===== src/rtl/brownout_pkg.sv =====
`default_nettype none
// ============================================================================
//  Module      : brownout_pkg
//  Description : State encoding and default constants for the brownout
//                responder. The debug state bus decodes identically wherever
//                this package is imported.
//  Revision    : 1.0  initial release
// ============================================================================
package brownout_pkg;

    // Debug encoding of the responder FSM
    typedef enum logic [1:0] {
        ST_IDLE    = 2'd0,
        ST_CONFIRM = 2'd1,
        ST_SAVE    = 2'd2,
        ST_HOLD    = 2'd3
    } state_t;

    localparam int C_CONFIRM_CNT_DEF  = 3;
    localparam int C_SAVE_TIMEOUT_DEF = 64;
    localparam int C_HOLDOFF_DEF      = 16;
    localparam int C_EVT_W_DEF        = 8;

    // Internal counter widths; each counter is bounded by its FSM exit
    localparam int C_CONFIRM_W = 4;
    localparam int C_TMO_W     = 8;
    localparam int C_QUIET_W   = 8;

endpackage
`default_nettype wire


===== src/rtl/brownout_responder_sat_counter.sv =====
`default_nettype none
// ============================================================================
//  Module      : sat_counter
//  Description : Saturating up-counter with synchronous clear. An increment
//                on the same edge as a clear leaves the count at one.
//  Revision    : 1.0  initial release
// ============================================================================
module sat_counter #(
    parameter int WIDTH = 8
) (
    input  logic             clk,
    input  logic             rst_n,
    input  logic             clr,
    input  logic             inc,
    output logic [WIDTH-1:0] count
);

    logic [WIDTH-1:0] r_count;

    // Count up to all-ones and stay there; clear restarts from zero
    always_ff @(posedge clk or negedge rst_n) begin
        if (!rst_n) begin
            r_count <= '0;
        end else if (inc) begin
            if (clr) begin
                r_count <= WIDTH'(1);
            end else if (r_count != '1) begin
                r_count <= r_count + 1'b1;
            end
        end else if (clr) begin
            r_count <= '0;
        end
    end

    assign count = r_count;

endmodule
`default_nettype wire


===== src/rtl/brownout_responder.sv =====
`default_nettype none
// ============================================================================
//  Module      : brownout_responder
//  Description : Qualifies the rate-based brownout flag, runs a save
//                handshake with the retention logic, holds the system safe
//                until the supply has been quiet for HOLDOFF cycles, and
//                keeps an event count plus a sticky save-failure flag.
//  Revision    : 1.0  initial release
// ============================================================================
module brownout_responder
    import brownout_pkg::*;
#(
    parameter int CONFIRM_CNT  = C_CONFIRM_CNT_DEF,
    parameter int SAVE_TIMEOUT = C_SAVE_TIMEOUT_DEF,
    parameter int HOLDOFF      = C_HOLDOFF_DEF,
    parameter int EVT_W        = C_EVT_W_DEF
) (
    input  logic             clk,
    input  logic             rst_n,
    input  logic             brownout,
    input  logic             save_ack,
    input  logic             evt_clr,
    output logic             save_req,
    output logic             sys_hold,
    output logic             irq,
    output logic [EVT_W-1:0] event_cnt,
    output logic             save_fail,
    output logic [1:0]       state
);

    localparam logic [C_CONFIRM_W-1:0] C_CONFIRM  = C_CONFIRM_W'(CONFIRM_CNT);
    localparam logic [C_TMO_W-1:0]     C_TMO_LAST = C_TMO_W'(SAVE_TIMEOUT - 1);
    localparam logic [C_QUIET_W-1:0]   C_HOLDOFF  = C_QUIET_W'(HOLDOFF);

    state_t                  r_state;
    logic [C_CONFIRM_W-1:0]  r_confirm_cnt;
    logic [C_TMO_W-1:0]      r_tmo_cnt;
    logic [C_QUIET_W-1:0]    r_quiet_cnt;
    logic                    r_save_req;
    logic                    r_sys_hold;
    logic                    r_irq;
    logic                    r_save_fail;

    logic                    w_evt_entry;
    logic                    w_tmo_fail;

    // Qualified event (SAVE entry) and unacknowledged save timeout this edge
    always_comb begin
        w_evt_entry = 1'b0;
        w_tmo_fail  = 1'b0;
        if (brownout) begin
            if (r_state == ST_IDLE && CONFIRM_CNT == 1) begin
                w_evt_entry = 1'b1;
            end
            if (r_state == ST_CONFIRM && (r_confirm_cnt + 4'd1) == C_CONFIRM) begin
                w_evt_entry = 1'b1;
            end
        end
        if (r_state == ST_SAVE && !save_ack && r_tmo_cnt == C_TMO_LAST) begin
            w_tmo_fail = 1'b1;
        end
    end

    // Responder FSM with its confirm, timeout and quiet timers
    always_ff @(posedge clk or negedge rst_n) begin
        if (!rst_n) begin
            r_state       <= ST_IDLE;
            r_confirm_cnt <= '0;
            r_tmo_cnt     <= '0;
            r_quiet_cnt   <= '0;
            r_save_req    <= 1'b0;
            r_sys_hold    <= 1'b0;
            r_irq         <= 1'b0;
        end else begin
            r_irq <= 1'b0;
            if (w_evt_entry) begin
                r_state       <= ST_SAVE;
                r_confirm_cnt <= '0;
                r_tmo_cnt     <= '0;
                r_save_req    <= 1'b1;
                r_sys_hold    <= 1'b1;
                r_irq         <= 1'b1;
            end else begin
                case (r_state)
                    ST_IDLE: begin
                        if (brownout) begin
                            r_state       <= ST_CONFIRM;
                            r_confirm_cnt <= 4'd1;
                        end
                    end
                    ST_CONFIRM: begin
                        if (brownout) begin
                            r_confirm_cnt <= r_confirm_cnt + 4'd1;
                        end else begin
                            r_state       <= ST_IDLE;
                            r_confirm_cnt <= '0;
                        end
                    end
                    ST_SAVE: begin
                        // Ack takes priority over the timeout on the same edge
                        if (save_ack || r_tmo_cnt == C_TMO_LAST) begin
                            r_state     <= ST_HOLD;
                            r_save_req  <= 1'b0;
                            r_quiet_cnt <= C_HOLDOFF;
                        end else begin
                            r_tmo_cnt <= r_tmo_cnt + 8'd1;
                        end
                    end
                    ST_HOLD: begin
                        if (brownout) begin
                            r_quiet_cnt <= C_HOLDOFF;
                        end else if (r_quiet_cnt == 8'd1) begin
                            r_state     <= ST_IDLE;
                            r_sys_hold  <= 1'b0;
                            r_quiet_cnt <= '0;
                        end else begin
                            r_quiet_cnt <= r_quiet_cnt - 8'd1;
                        end
                    end
                    default: begin
                        r_state <= ST_IDLE;
                    end
                endcase
            end
        end
    end

    // Sticky save-failure flag; a timeout on the clear edge still sets it
    always_ff @(posedge clk or negedge rst_n) begin
        if (!rst_n) begin
            r_save_fail <= 1'b0;
        end else if (w_tmo_fail) begin
            r_save_fail <= 1'b1;
        end else if (evt_clr) begin
            r_save_fail <= 1'b0;
        end
    end

    sat_counter #(
        .WIDTH (EVT_W)
    ) u_evt_cnt (
        .clk   (clk),
        .rst_n (rst_n),
        .clr   (evt_clr),
        .inc   (w_evt_entry),
        .count (event_cnt)
    );

    assign save_req  = r_save_req;
    assign sys_hold  = r_sys_hold;
    assign irq       = r_irq;
    assign save_fail = r_save_fail;
    assign state     = r_state;

endmodule
`default_nettype wire


===== config.mk =====
export PLATFORM = sky130hd
export DESIGN_NAME = brownout_responder
export DESIGN_NICKNAME = d
export VERILOG_FILES = /design/src/rtl/brownout_pkg.sv /design/src/rtl/brownout_responder_sat_counter.sv /design/src/rtl/brownout_responder.sv
export SDC_FILE = /design/constraint.sdc
export NUM_CORES = 1
export LEC_CHECK = 0
export ABC_AREA = 1
export CAP_MARGIN = 40
export CORE_UTILIZATION = 50
export CTS_BUF_LIST = sky130_fd_sc_hd__clkbuf_8
export DETAILED_ROUTE_END_ITERATION = 10
export PLACE_DENSITY = 0.74
export SYNTH_ARGS = -nofsm -noshare
export SYNTH_HDL_FRONTEND = slang
export SYNTH_HIERARCHICAL = 1
export SYNTH_SLANG_ARGS = --single-unit

===== constraint.sdc =====
create_clock -name clk -period 1.6 [get_ports clk]
set_input_delay 0.16 -clock clk [delete_from_list [all_inputs] [get_ports clk]]
set_output_delay 0.16 -clock clk [all_outputs]
set_load 0.02 [all_outputs]

==> run metrics <==
final setup violation count=0; f_max=0.6266 GHz; Place WS=-30.99 ps; Root Buffer=clkbuf_8; die area=4406 µm²; Ys Warns=6; Syn Inst Count=278; Peak VDD IR=0.6315 mV; GRT overflow=0; worst hold path class=in -> async; register area share after synthesis=0.4106; flops & latches, synth=34; Worst EP required=1830 ps; Yosys cell types=30; worst slew pin tran=260.6 ps; cts bufs inserted=5; Worst EP arrival=1830 ps; initial antenna violation count=0; Final Skew=3.832 ps; r2r startpoint=r_confirm_cnt[1]; layout cells sized above 1=0.2089; clk_lat worst skew=290 ps; gpl congestion=0.8737; vias per cell=5.071; Worst R2R End=u_evt_cnt/count[7]; leakage power=1.336 nW; hold_buf cts=0; IO Count=19; clk sinks=34; pin count of the biggest net entering global routing=35; final worst slack=4.077 ps; crit path capture type=flop; Final min period=1596 ps; Final Cycle Share=0.9975; Final Cell Area=2590 µm²; Starting DRT DRC Count=134; vias in the first global route=1629; Mapped Area=2072 µm²; global routing's busiest layer=met2; Post-DP Area=2415 µm²; Die Height=66.38 µm; met1 usage=0.2755; ANT nets after route=0; post-DR wirelength/cell=12.16 µm; worst r2r path cells=12; met3 usage=0.05000; via count=1856; fin. max-slew vios=0; Max FO, Critical Path=4; Syn Area/Cell=7.453 µm²; first-pass GRT wire length=7169 µm; hpwl dp=3122 µm; fillcell total=348; met2 Use GR=0.3597; # DRC=0; clk buf depth=2; Clock transition at path regs=70 ps; R2R setup slack=4 ps; GRT Overall Usage=0.2198; type of origin of the critical path=flop; CORE AREA=4000 µm²; H-tree depth=2; final hold vios=0; maxcap violations=0; IO buf count=18; Die X=66.38 µm; status=finished, final reports clean; Routed WL=4452 µm; Slew Limit Headroom=0.8256; Power Dens Cells=1343 nW/µm²; Starting Density=0.5180; # rows=23; # nets final=326; CTS tree=built; critical path class=reg -> reg; RSZ-0062 raised after global routing=yes; Syn Nets=289; 1st-pass router iterations=4; n_diodes=0; Area Overhead vs Synth=25.00%
==> flip-flops by register name (all words and copies together), names as in the netlist <==
signal	cells
state	2
irq	1
save_req	1
r_confirm_cnt	4
r_quiet_cnt	8
u_evt_cnt/count	8
save_fail	1
r_tmo_cnt	8
sys_hold	1
==> kinds of logic after synthesis <==
family / after synthesis / synth area share
AOI/OAI and AO/OA: 28 / 0.08394
xor gates and xnor gates: 4 / 0.01691
adders and majority gates: 6 / 0.03623
buffers and inverters: 42 / 0.08998
DFF: 34 / 0.4106
and+or+nand+nor: 164 / 0.3623
==> synth_stat cells (all sizes together) <==
cell    number  share of area
a21oi        6          0.014
ha           6          0.036
xor2         4          0.017
o22ai        1         0.0030
inv         39          0.072
nor3         3         0.0072
o32ai        2         0.0085
o21bai       1         0.0036
nand3       23          0.064
nor2        39          0.089
nor3b        1         0.0036
nand4        6          0.018
a31oi        1         0.0030
o21ai       16          0.048
nand2       92           0.18
a22oi        1         0.0036
dfrtp       34           0.41
buf          3          0.018
==> power by group <==
part / leakage (nW) / internal [mW] / switching, mW / total [mW]
clock network: 0.0575 / 0.435 / 0.319 / 0.753
logic: 0.835 / 0.580 / 0.881 / 1.46
registers: 0.443 / 1.07 / 0.194 / 1.26
total: 1.34 / 2.08 / 1.39 / 3.48
==> how the worst max path moves through the flow <==
stage / from / to / cells after the start
after detailed placement: r_confirm_cnt[1] / u_evt_cnt/count[7] / 12
after CTS: r_confirm_cnt[0] / u_evt_cnt/count[7] / 12
after floorplan: r_confirm_cnt[1] / u_evt_cnt/count[5] / 12
after global placement: r_confirm_cnt[1] / u_evt_cnt/count[7] / 12
final: r_confirm_cnt[1] / u_evt_cnt/count[7] / 12
after global routing: r_confirm_cnt[0] / u_evt_cnt/count[1] / 13
==> critical path: stages, from the launching register on <==
cell and delay [ps]:
dfrtp_2 430, ha_2 190, nand2_1 70, nand2_2 70, nor2_4 110, nand3_4 100, inv_4 70, inv_4 40
nor2_4 110, inv_2 70, a21oi_2 130, nand3_1 80, nand2_1 60
==> stage by stage <==
stage                 util  power [mW]  hold WS, ps  std cells  TNS, ps
floorplan                -       2.252       -135.6        278   -60.32
global placement    0.6037       2.639        464.5        355        0
detailed placement  0.6037       2.680        461.3        355   -143.2
CTS                 0.6350       3.439        242.6        364   -13.13
global route        0.6475       3.753        262.0        366   -375.0
finish              0.6475       3.479        240.2        366        0
==> layer usage <==
| metal | part of all wire | vias up |
|---|---|---|
| li1 | - | 952 |
| met1 | 0.48 | 862 |
| met2 | 0.46 | 33 |
| met3 | 0.039 | 9 |
| met4 | 0.020 | 0 |
| met5 | 0 | - |
==> final cells by class <==
cell class / count / area [µm²] / share of cell area
well taps: 50 / 62.56 / 0.02415
clock buffers: 8 / 110.1 / 0.04251
repair buffers: 33 / 314.1 / 0.1213
multi-input cells: 202 / 1096 / 0.4232
inverters: 39 / 153.9 / 0.05942
flip-flops and latches: 34 / 853.3 / 0.3295
==> placed cells by master (no fill, tap or decap), drive strengths merged <==
cell and count:
nand2 92, nor2 39, inv 39, dfrtp 34
nand3 23, o21ai 16, buf 15, clkdlybuf4s50 13
clkbuf 8, nand4 6, a21oi 6, ha 6
xor2 4, nor3 3, dlymetal6s2s 3, o32ai 2
dlygate4sd2 2, nor3b 1, a22oi 1, o22ai 1
a31oi 1, o21bai 1
==> what timing repair did <==
item | in CTS | in global routing
resized for setup | 4 | 11
setup buffers | 1 | 2
pin swaps | 2 | 1
setup endpoints to repair | 10 | 18
Power figures use the tool's default switching activity.
